<file path="config.mk">
export PLATFORM = sky130hd
export DESIGN_NAME = minesweeper_board
export DESIGN_NICKNAME = d
export VERILOG_FILES = /design/src/rtl/minesweeper_board.sv
export SDC_FILE = /design/constraint.sdc
export NUM_CORES = 2
export LEC_CHECK = 0
export CORE_MARGIN = 4
export CORE_UTILIZATION = 37
export DETAILED_ROUTE_END_ITERATION = 10
export PLACE_DENSITY = 0.58
export SLEW_MARGIN = 20
export SYNTH_ARGS = -nofsm -noshare
export SYNTH_HDL_FRONTEND = slang
export SYNTH_SLANG_ARGS = --single-unit
</file>
<file path="constraint.sdc">
create_clock -name clk -period 37.4 [get_ports clk]
set_input_delay 7.48 -clock clk [delete_from_list [all_inputs] [get_ports clk]]
set_output_delay 7.48 -clock clk [all_outputs]
set_load 0.01 [all_outputs]
</file>
<file path="src/rtl/minesweeper_board.sv">
// minesweeper_board: game-state writer for an 8x8 (max) minesweeper board.
// It holds the bomb map, per-cell flags, revealed bits and adjacency counts,
// the cursor and the game status. The video scanner reads cells through the
// registered read port.
//
// Ports:
//   clk, rst                 clock, asynchronous active-high reset
//   load, bomb_map[63:0]     start a new game with bit r*8+c = bomb at (r,c)
//   mv_up/down/left/right    cursor move pulses
//   reveal, flag             open / toggle flag on the cursor cell
//   rd_row, rd_col           read address
//   rd_cell[9:0]             {0, count[3:0], revealed, flag, bomb, covered, selected}
//   busy                     high while counting neighbours or flood-opening
//   game_lost, game_won      terminal status
//   revealed_cnt[6:0]        number of opened non-bomb cells
//
// Command inputs are single-cycle pulses with no handshake: a pulse seen
// outside PLAY is dropped, not queued.
module minesweeper_board #(
  parameter int FILAS    = 8,
  parameter int COLUMNAS = 8
) (
  input  logic        clk,
  input  logic        rst,
  input  logic        load,
  input  logic [63:0] bomb_map,
  input  logic        mv_up,
  input  logic        mv_down,
  input  logic        mv_left,
  input  logic        mv_right,
  input  logic        reveal,
  input  logic        flag,
  input  logic [2:0]  rd_row,
  input  logic [2:0]  rd_col,
  output logic [9:0]  rd_cell,
  output logic        busy,
  output logic        game_lost,
  output logic        game_won,
  output logic [6:0]  revealed_cnt
);

  localparam logic [2:0] S_IDLE  = 3'd0;
  localparam logic [2:0] S_COUNT = 3'd1;
  localparam logic [2:0] S_PLAY  = 3'd2;
  localparam logic [2:0] S_FLOOD = 3'd3;
  localparam logic [2:0] S_LOST  = 3'd4;
  localparam logic [2:0] S_WON   = 3'd5;

  localparam logic [6:0] CELLS  = 7'(FILAS * COLUMNAS);
  localparam logic [2:0] LAST_R = 3'(FILAS - 1);
  localparam logic [2:0] LAST_C = 3'(COLUMNAS - 1);

  logic [2:0] state;
  logic [2:0] cur_r, cur_c;
  logic [2:0] scan_r, scan_c;
  logic       opened_any;
  logic [6:0] bomb_total;

  logic       bomb_q [8][8];
  logic       flag_q [8][8];
  logic       rev_q  [8][8];
  logic       cov_q  [8][8];
  logic [3:0] cnt_q  [8][8];

  logic [9:0] rd_code;
  logic [3:0] scan_cnt;
  logic       scan_seed;
  logic [6:0] load_total;
  logic [2:0] next_r, next_c;
  logic       scan_last;
  logic       flood_open;
  logic [6:0] win_target;

  assign busy      = (state == S_COUNT) || (state == S_FLOOD);
  assign game_lost = (state == S_LOST);
  assign game_won  = (state == S_WON);

  assign scan_last  = (scan_r == LAST_R) && (scan_c == LAST_C);
  assign next_c     = (scan_c == LAST_C) ? 3'd0 : scan_c + 3'd1;
  assign next_r     = (scan_c == LAST_C) ? scan_r + 3'd1 : scan_r;
  assign win_target = CELLS - bomb_total;
  assign flood_open = cov_q[scan_r][scan_c] && !flag_q[scan_r][scan_c] &&
                      !bomb_q[scan_r][scan_c] && scan_seed;

  // Read port: selected bit comes from the live cursor, never stored.
  always_comb begin
    rd_code = '0;
    if (int'(rd_row) < FILAS && int'(rd_col) < COLUMNAS)
      rd_code = {1'b0, cnt_q[rd_row][rd_col], rev_q[rd_row][rd_col],
                 flag_q[rd_row][rd_col], bomb_q[rd_row][rd_col],
                 cov_q[rd_row][rd_col], (rd_row == cur_r) && (rd_col == cur_c)};
  end

  // Neighbourhood of the scan cell: bomb count (COUNT) and whether any
  // opened zero-count neighbour exists (FLOOD seed).
  always_comb begin
    scan_cnt  = '0;
    scan_seed = 1'b0;
    for (int i = 0; i < 8; i++) begin
      for (int j = 0; j < 8; j++) begin
        if (i < FILAS && j < COLUMNAS &&
            i <= int'(scan_r) + 1 && i >= int'(scan_r) - 1 &&
            j <= int'(scan_c) + 1 && j >= int'(scan_c) - 1 &&
            !(i == int'(scan_r) && j == int'(scan_c))) begin
          if (bomb_q[3'(i)][3'(j)])
            scan_cnt = scan_cnt + 4'd1;
          if (rev_q[3'(i)][3'(j)] && !bomb_q[3'(i)][3'(j)] && cnt_q[3'(i)][3'(j)] == 4'd0)
            scan_seed = 1'b1;
        end
      end
    end
  end

  always_comb begin
    load_total = '0;
    for (int i = 0; i < 8; i++)
      for (int j = 0; j < 8; j++)
        if (i < FILAS && j < COLUMNAS && bomb_map[6'(i * 8 + j)])
          load_total = load_total + 7'd1;
  end

  always_ff @(posedge clk or posedge rst) begin
    if (rst) begin
      for (int i = 0; i < 8; i++) begin
        for (int j = 0; j < 8; j++) begin
          cov_q[i][j]  <= 1'b1;
          bomb_q[i][j] <= 1'b0;
          flag_q[i][j] <= 1'b0;
          rev_q[i][j]  <= 1'b0;
          cnt_q[i][j]  <= '0;
        end
      end
      state        <= S_IDLE;
      cur_r        <= '0;
      cur_c        <= '0;
      scan_r       <= '0;
      scan_c       <= '0;
      opened_any   <= 1'b0;
      bomb_total   <= '0;
      revealed_cnt <= '0;
      rd_cell      <= '0;
    end else begin
      rd_cell <= rd_code;
      if (load) begin
        for (int i = 0; i < 8; i++) begin
          for (int j = 0; j < 8; j++) begin
            cov_q[i][j]  <= 1'b1;
            flag_q[i][j] <= 1'b0;
            rev_q[i][j]  <= 1'b0;
            cnt_q[i][j]  <= '0;
            bomb_q[i][j] <= (i < FILAS && j < COLUMNAS) ? bomb_map[6'(i * 8 + j)] : 1'b0;
          end
        end
        bomb_total   <= load_total;
        cur_r        <= '0;
        cur_c        <= '0;
        revealed_cnt <= '0;
        scan_r       <= '0;
        scan_c       <= '0;
        opened_any   <= 1'b0;
        state        <= S_COUNT;
      end else begin
        case (state)
          S_COUNT: begin
            cnt_q[scan_r][scan_c] <= scan_cnt;
            scan_r <= scan_last ? 3'd0 : next_r;
            scan_c <= scan_last ? 3'd0 : next_c;
            if (scan_last)
              state <= S_PLAY;
          end
          S_PLAY: begin
            if (reveal) begin
              if (!flag_q[cur_r][cur_c] && !rev_q[cur_r][cur_c]) begin
                if (bomb_q[cur_r][cur_c]) begin
                  // Show every bomb at once.
                  for (int i = 0; i < 8; i++) begin
                    for (int j = 0; j < 8; j++) begin
                      if (bomb_q[i][j]) begin
                        cov_q[i][j] <= 1'b0;
                        rev_q[i][j] <= 1'b1;
                      end
                    end
                  end
                  state <= S_LOST;
                end else begin
                  cov_q[cur_r][cur_c] <= 1'b0;
                  rev_q[cur_r][cur_c] <= 1'b1;
                  revealed_cnt        <= revealed_cnt + 7'd1;
                  if (cnt_q[cur_r][cur_c] == 4'd0) begin
                    scan_r     <= '0;
                    scan_c     <= '0;
                    opened_any <= 1'b0;
                    state      <= S_FLOOD;
                  end else if (revealed_cnt + 7'd1 == win_target) begin
                    state <= S_WON;
                  end
                end
              end
            end else if (flag) begin
              if (cov_q[cur_r][cur_c])
                flag_q[cur_r][cur_c] <= !flag_q[cur_r][cur_c];
            end else if (mv_up) begin
              if (cur_r != 3'd0) cur_r <= cur_r - 3'd1;
            end else if (mv_down) begin
              if (cur_r != LAST_R) cur_r <= cur_r + 3'd1;
            end else if (mv_left) begin
              if (cur_c != 3'd0) cur_c <= cur_c - 3'd1;
            end else if (mv_right) begin
              if (cur_c != LAST_C) cur_c <= cur_c + 3'd1;
            end
          end
          S_FLOOD: begin
            // Openings land in the arrays next cycle, so a cell opened
            // earlier in this pass already seeds later cells of the pass.
            if (flood_open) begin
              cov_q[scan_r][scan_c] <= 1'b0;
              rev_q[scan_r][scan_c] <= 1'b1;
              revealed_cnt          <= revealed_cnt + 7'd1;
            end
            if (scan_last) begin
              scan_r     <= '0;
              scan_c     <= '0;
              opened_any <= 1'b0;
              if (!(opened_any || flood_open))
                state <= (revealed_cnt == win_target) ? S_WON : S_PLAY;
            end else begin
              scan_r     <= next_r;
              scan_c     <= next_c;
              opened_any <= opened_any || flood_open;
            end
          end
          default: ;
        endcase
      end
    end
  end

endmodule
</file>
==> impl_metrics.json <==
{
  "nets": 4217,
  "io_buffers": 65,
  "cts_resized": 0,
  "clock_sinks": 519,
  "cts_inserted_buffers": 59,
  "syn_area_um2": 36800,
  "layout-drive-gt1-share_pct": 12.9,
  "fin_crit_sh_pct": 66.6,
  "htree_levels": 2,
  "power_density_nw_per_um2": 105,
  "whs_ps": 478,
  "rows": 115,
  "cts_buffer_depth": 3,
  "hp-start": "cov_q[51]",
  "seq_area_um2": 13100,
  "dieHeight_um": 323,
  "drt_pass1_iterations": 8,
  "hold_buffers": 0,
  "period_minus_slack_ps": 24910,
  "synth_area_leaders": "dfrtp_1, mux4_2, nor2_1, a21oi_1, dfstp_2",
  "grt_pass1_wl_mm": 210,
  "grt_use_total_pct": 26.1,
  "yosys-top-cells-count": "nor2_1, dfrtp_1, a21oi_1, nand2_1, clkbuf_1",
  "seq_area_frac_synth_pct": 35.5,
  "synth_warnings": 0,
  "worst-setup-path-type": "in2reg",
  "synth_edf_count": 0,
  "slowest_stage": "clkdlybuf4s50_1",
  "synth_top_area_share_pct": 30.9,
  "grt_max_degree": 154,
  "cts_tree": "yes",
  "status": "finished clean",
  "ys.flop_type": "dfrtp_1",
  "fin_tns_setup_ps": 0,
  "multi_input_area_um2": 22400,
  "syn_inst": 4174,
  "dp_cells": 5294,
  "post-synth-top-count-cell": "nor2_1",
  "cap_viol_max_count": 0,
  "num_vias": 34000,
  "start_util_pct": 37.3,
  "ys_types": 101,
  "rsz0062_at_grt": "false",
  "syn2layout_area_growth_pct": 10.8,
  "crit_start": "bomb_map[1]",
  "cp_common_cell": "ha_1",
  "path_delay_family": "compound AO/OA/AOI/OAI gates",
  "post_drt_wl_per_cell_um": 25.8,
  "clock_skew_ps": 23.1,
  "drt_iter0_drc": 4287,
  "overflow": 0,
  "peakVddDrop_mv": 0.185,
  "num-fill-cells": 9666,
  "arrival_ps": 25390,
  "finalMaxSlewViolations": 0,
  "core_area_um2": 98600,
  "startpoint_type": "input port",
  "slew_headroom_pct": 22.4,
  "p_leak_nw": 16.0,
  "setup_violations": 0,
  "yosys.area.top_type": "dfrtp_1",
  "dp_hpwl_mm": 91.0,
  "path_clk_slew_ps": 60,
  "postSynthAreaPerCell_um2": 8.82,
  "grt_antenna_before_repair": 4,
  "gp_congestion": 0.941,
  "hp-class": "reg2reg",
  "syn_nets": 4323,
  "drtAntennaViolNets": 0,
  "worst_pin_slew_ps": 1160,
  "avgViaCountPerCell": 6.28,
  "cts_root_buf": "clkbuf_16",
  "insertion_delay_ps": 640,
  "endpoint_kind": "flop",
  "drc": 0,
  "async_reset_ff_share_pct": 100,
  "routed_wl_mm": 140,
  "die-area_um2": 105000,
  "worst_ep_required_time_ps": 37880,
  "cp_max_fo": 12,
  "grt_pass1_vias": 32500,
  "hold_viol": 0,
  "ioPinCount": 99,
  "clock.fmax_ghz": 0.0401,
  "crit_buf_inv": 4,
  "ys_seq_elements": 519,
  "r2r_start": "scan_r[1]",
  "max_stage_delay_ps": 560,
  "post_cts_buffers": 0,
  "fp.dieW_um": 323,
  "stdcell_count": 5408
}
==> stage by stage <==
| stage | util (%) | setup WS [ps] | cell area (µm²) | total power, mW |
|---|---|---|---|---|
| after floorplan | - | 14590 | 36800 | 2.90 |
| after global placement | 39.2 | 12130 | 38600 | 3.57 |
| after detailed placement | 39.2 | 11980 | 38600 | 3.59 |
| after CTS | 41.3 | 12580 | 40800 | 4.24 |
| after global routing | 41.4 | 10840 | 40800 | 4.58 |
| final | 41.4 | 12490 | 40800 | 4.27 |
==> cell type report <==
cell class	instances	area share (%)
Inverter	103	0.970
Tap cell	1287	3.95
Sequential cell	519	32.0
Multi-Input combinational cell	3244	54.8
Timing Repair Buffer	141	3.03
Clock buffer	86	4.29
Antenna cell	2	0.0123
Clock inverter	26	0.881
==> final timing paths <==
kind	end	slack (ps)	cells past startpoint
worst max-delay path	bomb_total[6]	12490	92
worst min-delay path	cov_q[51]	480	2
worst max register to register	cnt_q[250]	23440	49
worst min register to register	cov_q[51]	480	2
max in group asynchronous	rev_q[0]	27680	4
min in group asynchronous	bomb_q[62]	7390	2
==> cell families (layout without fill, tap and decap cells) <==
logic type,after synthesis,after routing,synth area share (%)
muxes,260,260,12.6
DFF,519,519,35.5
other,1,3,0.0102
xor gates and xnor gates,231,231,6.85
buffers and inverters,411,356,4.22
adders and majority gates,71,71,2.45
and+or+nand+nor,1485,1485,17.8
AOI/OAI and AO/OA,1196,1196,20.6
==> state kept, by name (all words and copies together) (netlist names) <==
| name | count |
|---|---|
| bomb_q | 32 |
| cur_c | 3 |
| cur_r | 3 |
| opened_any | 1 |
| scan_c | 3 |
| cov_q | 64 |
| cnt_q | 256 |
| scan_r | 3 |
| revealed_cnt | 7 |
| rd_cell | 9 |
| rev_q | 64 |
| flag_q | 64 |
| state | 3 |
| bomb_total | 7 |
==> power breakdown <==
group	internal, mW	leakage [nW]	switching (mW)	total (mW)
clock network	0.373	1.04	0.254	0.628
registers	0.642	6.91	0.0865	0.728
logic	1.10	8.06	1.81	2.91
total	2.11	16.0	2.16	4.27
==> worst min-delay path: stages (launching register included) <==
cell	delay, ps
dfstp_2	380
nand2_1	50
nand2_1	50
==> per-layer routing <==
metal  global-route usage [%]  wire, µm
met1                     35.7     57300
met2                     39.3     60200
met3                     6.19     14300
met4                     12.2      7700
met5                        0        13
==> placed cells by master, fill, tap and decap left out, types with 25 or more instances in the layout <==
| cell type | count |
|---|---|
| nor2_1 | 645 |
| dfrtp_1 | 455 |
| a21oi_1 | 451 |
| nand2_1 | 407 |
| o21ai_0 | 205 |
| mux4_2 | 158 |
| xnor2_1 | 134 |
| a22oi_1 | 119 |
| nand3_1 | 103 |
| inv_1 | 94 |
| a211oi_1 | 80 |
| buf_4 | 74 |
| ha_1 | 68 |
| dfstp_2 | 64 |
| clkdlybuf4s50_1 | 60 |
| clkbuf_16 | 59 |
| xor2_1 | 55 |
| nor3_1 | 54 |
| mux2_2 | 51 |
| mux2i_1 | 50 |
| nand4_1 | 45 |
| o2111ai_1 | 40 |
| and2_1 | 36 |
| nor4_1 | 36 |
| o22ai_1 | 29 |
| o41ai_1 | 28 |
| a31oi_1 | 26 |
| o22a_1 | 26 |
| nor2b_1 | 25 |
(Power assumes the default switching activity.)
